File: src/rtl/pc_reg_pkg.sv
// Shared CPU constants for the fetch path.
// Used by pc_reg, the fetch adder and the jump-target shifter.
package pc_reg_pkg;

    localparam int          ADDR_W             = 32;
    localparam int          INSTR_BYTES        = 4;
    localparam logic [31:0] RESET_ADDR_DEFAULT = 32'h0000_0000;

endpackage

File: src/rtl/pc_reg_if.sv
// PC register bus: next-PC and enable in, current PC, fall-through and flag out.
// master = PC-update logic, slave = pc_reg.
interface pc_reg_if
    import pc_reg_pkg::*;
#(
    parameter int WIDTH = ADDR_W
);

    logic             en;
    logic [WIDTH-1:0] pcin;
    logic [WIDTH-1:0] pcout;
    logic [WIDTH-1:0] pc_plus4;
    logic             misaligned;

    modport master (
        output en,
        output pcin,
        input  pcout,
        input  pc_plus4,
        input  misaligned
    );

    modport slave (
        input  en,
        input  pcin,
        output pcout,
        output pc_plus4,
        output misaligned
    );

endinterface

File: src/rtl/pc_reg.sv
// Program counter: registered PC with load/hold, inline +INCR, sticky misalign flag.
// Ports: clk, reset (sync, active-low), bus (slave: en, pcin -> pcout, pc_plus4, misaligned).
module pc_reg
    import pc_reg_pkg::*;
#(
    parameter int               WIDTH      = ADDR_W,
    parameter logic [WIDTH-1:0] RESET_ADDR = WIDTH'(RESET_ADDR_DEFAULT),
    parameter int               INCR       = INSTR_BYTES
) (
    input  logic      clk,
    input  logic      reset,
    pc_reg_if.slave   bus
);

    logic [WIDTH-1:0] pc_q;
    logic             mis_q;

    // Low two bits are dropped on load; any non-zero ones latch the flag
    // until the next reset.
    always_ff @(posedge clk) begin
        if (!reset) begin
            pc_q  <= RESET_ADDR;
            mis_q <= 1'b0;
        end else if (bus.en) begin
            pc_q  <= {bus.pcin[WIDTH-1:2], 2'b00};
            mis_q <= mis_q | (|bus.pcin[1:0]);
        end
    end

    assign bus.pcout      = pc_q;
    assign bus.pc_plus4   = pc_q + WIDTH'(INCR);
    assign bus.misaligned = mis_q;

endmodule

File: src/flat_wrapper.sv
// flat-port wrapper written by rule: the top's interface ports become plain ports
module pc_reg_flat import pc_reg_pkg::*;
#(
    parameter int               WIDTH      = ADDR_W,
    parameter logic [WIDTH-1:0] RESET_ADDR = WIDTH'(RESET_ADDR_DEFAULT),
    parameter int               INCR       = INSTR_BYTES
)
  (clk, reset, bus_en, bus_pcin, bus_pcout, bus_pc_plus4, bus_misaligned);
  pc_reg_if #(.WIDTH(WIDTH)) bus_i ();
  input  logic clk;
  input  logic reset;
  input wire logic [$bits(bus_i.en)-1:0] bus_en;
  input wire logic [$bits(bus_i.pcin)-1:0] bus_pcin;
  output wire logic [$bits(bus_i.pcout)-1:0] bus_pcout;
  output wire logic [$bits(bus_i.pc_plus4)-1:0] bus_pc_plus4;
  output wire logic [$bits(bus_i.misaligned)-1:0] bus_misaligned;
  assign bus_i.en = bus_en;
  assign bus_i.pcin = bus_pcin;
  assign bus_pcout = bus_i.pcout;
  assign bus_pc_plus4 = bus_i.pc_plus4;
  assign bus_misaligned = bus_i.misaligned;
  pc_reg #(.WIDTH(WIDTH), .RESET_ADDR(RESET_ADDR), .INCR(INCR)) u_core (.clk(clk), .reset(reset), .bus(bus_i));
endmodule
File: config.mk
export PLATFORM = sky130hd
export DESIGN_NAME = pc_reg_flat
export DESIGN_NICKNAME = d
export VERILOG_FILES = /design/src/rtl/pc_reg_pkg.sv /design/src/rtl/pc_reg_if.sv /design/src/rtl/pc_reg.sv /design/src/flat_wrapper.sv
export SDC_FILE = /design/constraint.sdc
export NUM_CORES = 1
export LEC_CHECK = 0
export CAP_MARGIN = 20
export CELL_PAD_IN_SITES_DETAIL_PLACEMENT = 1
export CELL_PAD_IN_SITES_GLOBAL_PLACEMENT = 1
export CORE_ASPECT_RATIO = 1.1
export CORE_MARGIN = 2
export CORE_UTILIZATION = 27
export DETAILED_ROUTE_END_ITERATION = 10
export PLACE_DENSITY = 0.86
export SETUP_SLACK_MARGIN = 0.2
export SLEW_MARGIN = 30
export SYNTH_ARGS = -nofsm -noshare
export SYNTH_HDL_FRONTEND = slang
export SYNTH_SLANG_ARGS = --single-unit
File: constraint.sdc
create_clock -name clk -period 2.1 [get_ports clk]
set_input_delay 0.21 -clock clk [delete_from_list [all_inputs] [get_ports clk]]
set_output_delay 0.21 -clock clk [all_outputs]
set_load 0.05 [all_outputs]
== Word-level counts from Yosys, hierarchy flattened ==
Index checks and enable logic that the tools add are counted.

* Bits in registers: 31
* Bits of input ports: 35
* Output and inout port bits: 65
* Logic and storage cells: 5

* $add $sub $neg: 1
* Bitwise operators: 1
* Reductions and logical operators: 1

{| class="wikitable"
|+ Operator list
! kind !! count
|-
| adder 32 x 3 -> 32 bit, second input constant || 1
|-
| OR reduction 2 bit || 1
|-
| bitwise OR 1 bit || 1
|}

== Depth between registers and ports, before layout ==
* Word-level depth: 2
* Gate-level depth with buffers: 5

== Least setup slack after synthesis ==
OpenSTA, ideal clock, no wires.

* Kind: register -> output
* Start: reg u_core.pc_q[4], in the netlist u_core.bus.pcout[4]
* End: out bus_pc_plus4[15]
* Arrival: 2676 ps
* Required time: 1890 ps
* Slack: -786 ps
* Stages on the path, launching flop included: 6
* Cells stage by stage: dfxtp_1 -> nand4_1 -> or3_1 -> clkbuf_1 -> or3_1 -> xnor2_1

* Longest elaborated chain between the ends: 1

{| class="wikitable"
|+ Ends and longest elaborated chain
! element !! RTL line !! RTL
|-
| start, declared || pc_reg.sv:15 || <nowiki>logic [WIDTH-1:0] pc_q;</nowiki>
|-
| start signal, assigned || pc_reg.sv:25 || <nowiki>pc_q <= {bus.pcin[WIDTH-1:2], 2'b00};</nowiki>
|-
| adder 32 x 3 -> 32 bit || pc_reg.sv:31 || <nowiki>assign bus.pc_plus4 = pc_q + WIDTH'(INCR);</nowiki>
|-
| end, declared || flat_wrapper.sv:15 || <nowiki>output wire logic [$bits(bus_i.pc_plus4)-1:0] bus_pc_plus4;</nowiki>
|}

Every way passes these cells.

== Worst setup path in the final report ==
* Start: reg u_core.pc_q[11], in the netlist u_core.bus.pcout[11]
* End: out bus_pc_plus4[29]

The elaborated chain is that of the path after synthesis.

==> results.cfg <==
[critical_path]
path_class = reg -> out
ff2ff_setup_slack_ns = 1.20
crit_required_ns = 1.89
cp-end-kind = output pin
path_cells = nand4_4, or4_4, buf_12, nor4_4, xor2_4, buf_12
cp_num_buf_inv = 2
cp_top_family = simple AND/OR/NAND/NOR gates
rr_startpoint = u_core.bus.pcout[6]
cp.depth = 6
arrival_ns = 2.10
slowest_stage = or4_4
cpMostUsedCell = buf_12
slowest_delay_ns = 0.57
ff2ff_path_depth = 4
reg2reg_to = u_core.bus.pcout[6]
cp_max_fo = 5
start_kind = flip-flop

[cts]
cts-root-buf = clkbuf_8
worst_skew_pair.late_latency_ns = 0.28
clk_pin_slew_ns = 0.06
hold_buffers = 0
cts_sinks = 31
cts_tree = done
htree_levels = 2
cts_max_path_buffers = 2
cts_made_buffers = 5

[logic_synthesis]
ys.flop_type = dfxtp_1
yosysTopAreaCell = dfxtp_1
netlist.area_leader.share_pct = 34.93
seq_area_frac_synth_pct = 34.93
async_flop_share_pct = 0
synth_edf_count = 0
synthCells = 195
synth_warnings = 0
ys_types = 26
avgSynthCellArea_um2 = 9.111
synth_area_um2 = 1777
synth-seq-cells = 31
ys_top_cells_by_area = dfxtp_1, mux2i_1, nor2b_1

[die]
start_util_pct = 27.43
chipWidth_um = 81.35
dieHeight_um = 89.08
row_count = 31
io-pin-count = 100
coreArea_um2 = 6477
die_area_um2 = 7246

[sta]
period_minus_slack_ns = 2.313
worstMarginPinSlew_ns = 0.5276
finalHoldViolations = 0
setup_ws_ns = -0.2130
max_freq_mhz = 432.3
fin_skew_ns = 0
maxSlewHeadroom_pct = 64.72
rsz0062_at_grt = true
period_share_pct = 110.1
drv_slew = 0
setup_tns_ns = -2.398
setup_viol = 16

[status]
status = finished with violations
violations = negative setup slack

[routing]
wl_per_cell_um = 16.71
wl_um = 6916
vias = 1916
firstDrtPassIters = 4
drc = 0
viasPerCell = 4.628
antenna_left = 0
drt_iter0_drc = 40

[global_routing]
grt_max_degree = 32
grt_pass1_vias = 2034
grt_pass1_wl_um = 10390
overflow = 0
grt_util_all_layers_pct = 19.23
antenna_found_initial = 0

[layout]
layout_commonest_cell = clkdlybuf4s50_1
drive_above_1_share_pct = 44.88
fillers = 658
final_nets = 367
area_growth_syn_to_layout_pct = 131.2
layout.cells.most_common_list = clkdlybuf4s50_1, buf_4, mux2i_1, nor2b_1, buf_12
antenna_cells = 0

[pwr]
switching_share_pct = 36.60
switchingPower_uw = 682.7
comb_power_share_pct = 39.9
power_frac_clock_pct = 24.2
internal_power_mw = 1.183
power.leakage_nw = 1.926
ir_worst_vdd_v = 0.0003346
p_per_area_nw_per_um2 = 454.1
p_seq_share_pct = 36.0

[placement]
pre_cts_slack_ns = -0.0002620
place.gp.congestion = 0.7642
port_buffers = 95
hpwl_um = 5211

[flow_run]
maxCapViolations = 0

[hold_path]
min_path_cells = 3
whs_endpoint = u_core.bus.pcout[16]
hold_path.startpoint = bus_en
hold_class = in -> reg
[repair_timing]
action | 4_1_cts | 5_1_grt
setup endpoints to repair | 23 | 29
setup buffers | 10 | 11
pin swaps | 15 | 14
gates resized for setup | 32 | 19
[cells in the mapped netlist (2+ instances only)]
cell      count
dfxtp_1      31
mux2i_1      30
nor2b_1      30
xor2_1       15
nand2_1      14
xnor2_1      13
nor3_1        9
clkbuf_1      7
nand4_1       7
inv_1         5
nand3_1       5
buf_4         4
nor4_1        4
nor2_1        3
and2_1        2
and3_1        2
buf_1         2
nor4_2        2
o21a_1        2
or3_1         2
[stage by stage]
step                      hold WS (ns)  instance area (um2)  cells  power (mW)  utilization, %
after floorplan                 0.3380                 2281    198       1.092               -
after global placement          0.4525                 3638    385       1.395           56.17
after detailed placement        0.4845                 3638    385       1.412           56.17
after CTS                       0.4630                 3929    403       1.883           60.65
after global routing            0.4885                 4108    414       1.954           63.42
final                           0.4620                 4108    414       1.865           63.42
[worst max path at each step]
stage,from,endpoint
finish,u_core.bus.pcout[11],bus_pc_plus4[29]
detailed placement,u_core.bus.pcout[13],bus_pc_plus4[26]
global route,u_core.bus.pcout[11],bus_pc_plus4[31]
floorplan,u_core.bus.pcout[12],bus_pc_plus4[29]
CTS,u_core.bus.pcout[10],bus_pc_plus4[31]
global placement,u_core.bus.pcout[13],bus_pc_plus4[22]
[sequential cells by signal (all words and copies together) (netlist names)]
name / count
u_core.bus.pcout: 30
u_core.bus.misaligned: 1
[area by class of cell]
cell class                      count  area, um2  share of cell area [%]
Tap cell                           82      102.6                   2.498
Timing Repair Buffer              140       1608                   39.14
Multi-Input combinational cell    148       1613                   39.26
Inverter                            5      18.77                  0.4569
Sequential cell                    31      685.7                   16.69
Clock buffer                        8      80.08                   1.949
[power by group through the flow]
stage	Clock, mW	Sequential [mW]	Combinational, mW
after detailed placement	0	0.680	0.732
after CTS	0.472	0.669	0.742
after global routing	0.501	0.677	0.776
after floorplan	0	0.817	0.276
after global placement	0	0.677	0.718
final	0.451	0.671	0.744
[per-layer routing]
metal	track usage, %	vias up	part of all wire (%)
li1	-	920	-
met5	0	-	0
met4	5.701	0	2.1
met1	19.93	919	36
met3	4.949	12	5.0
met2	37.48	65	57
[cell families after synthesis]
family	share of synthesized area, %
buffers and inverters	5.282
adder cells (fa/ha/maj)	0.7041
other	0.2111
XOR/XNOR	13.80
AND/OR/NAND/NOR	27.32
AO/OA/AOI/OAI	0.8448
flip-flops	34.93
multiplexers	16.90
[worst reg2reg max path, cell delays in order, from the launching register on]
cell and delay (ns):
dfxtp_4 0.34, buf_6 0.11, buf_4 0.14, mux2i_1 0.14, nor2b_1 0.06
(Power assumes the default switching activity.)
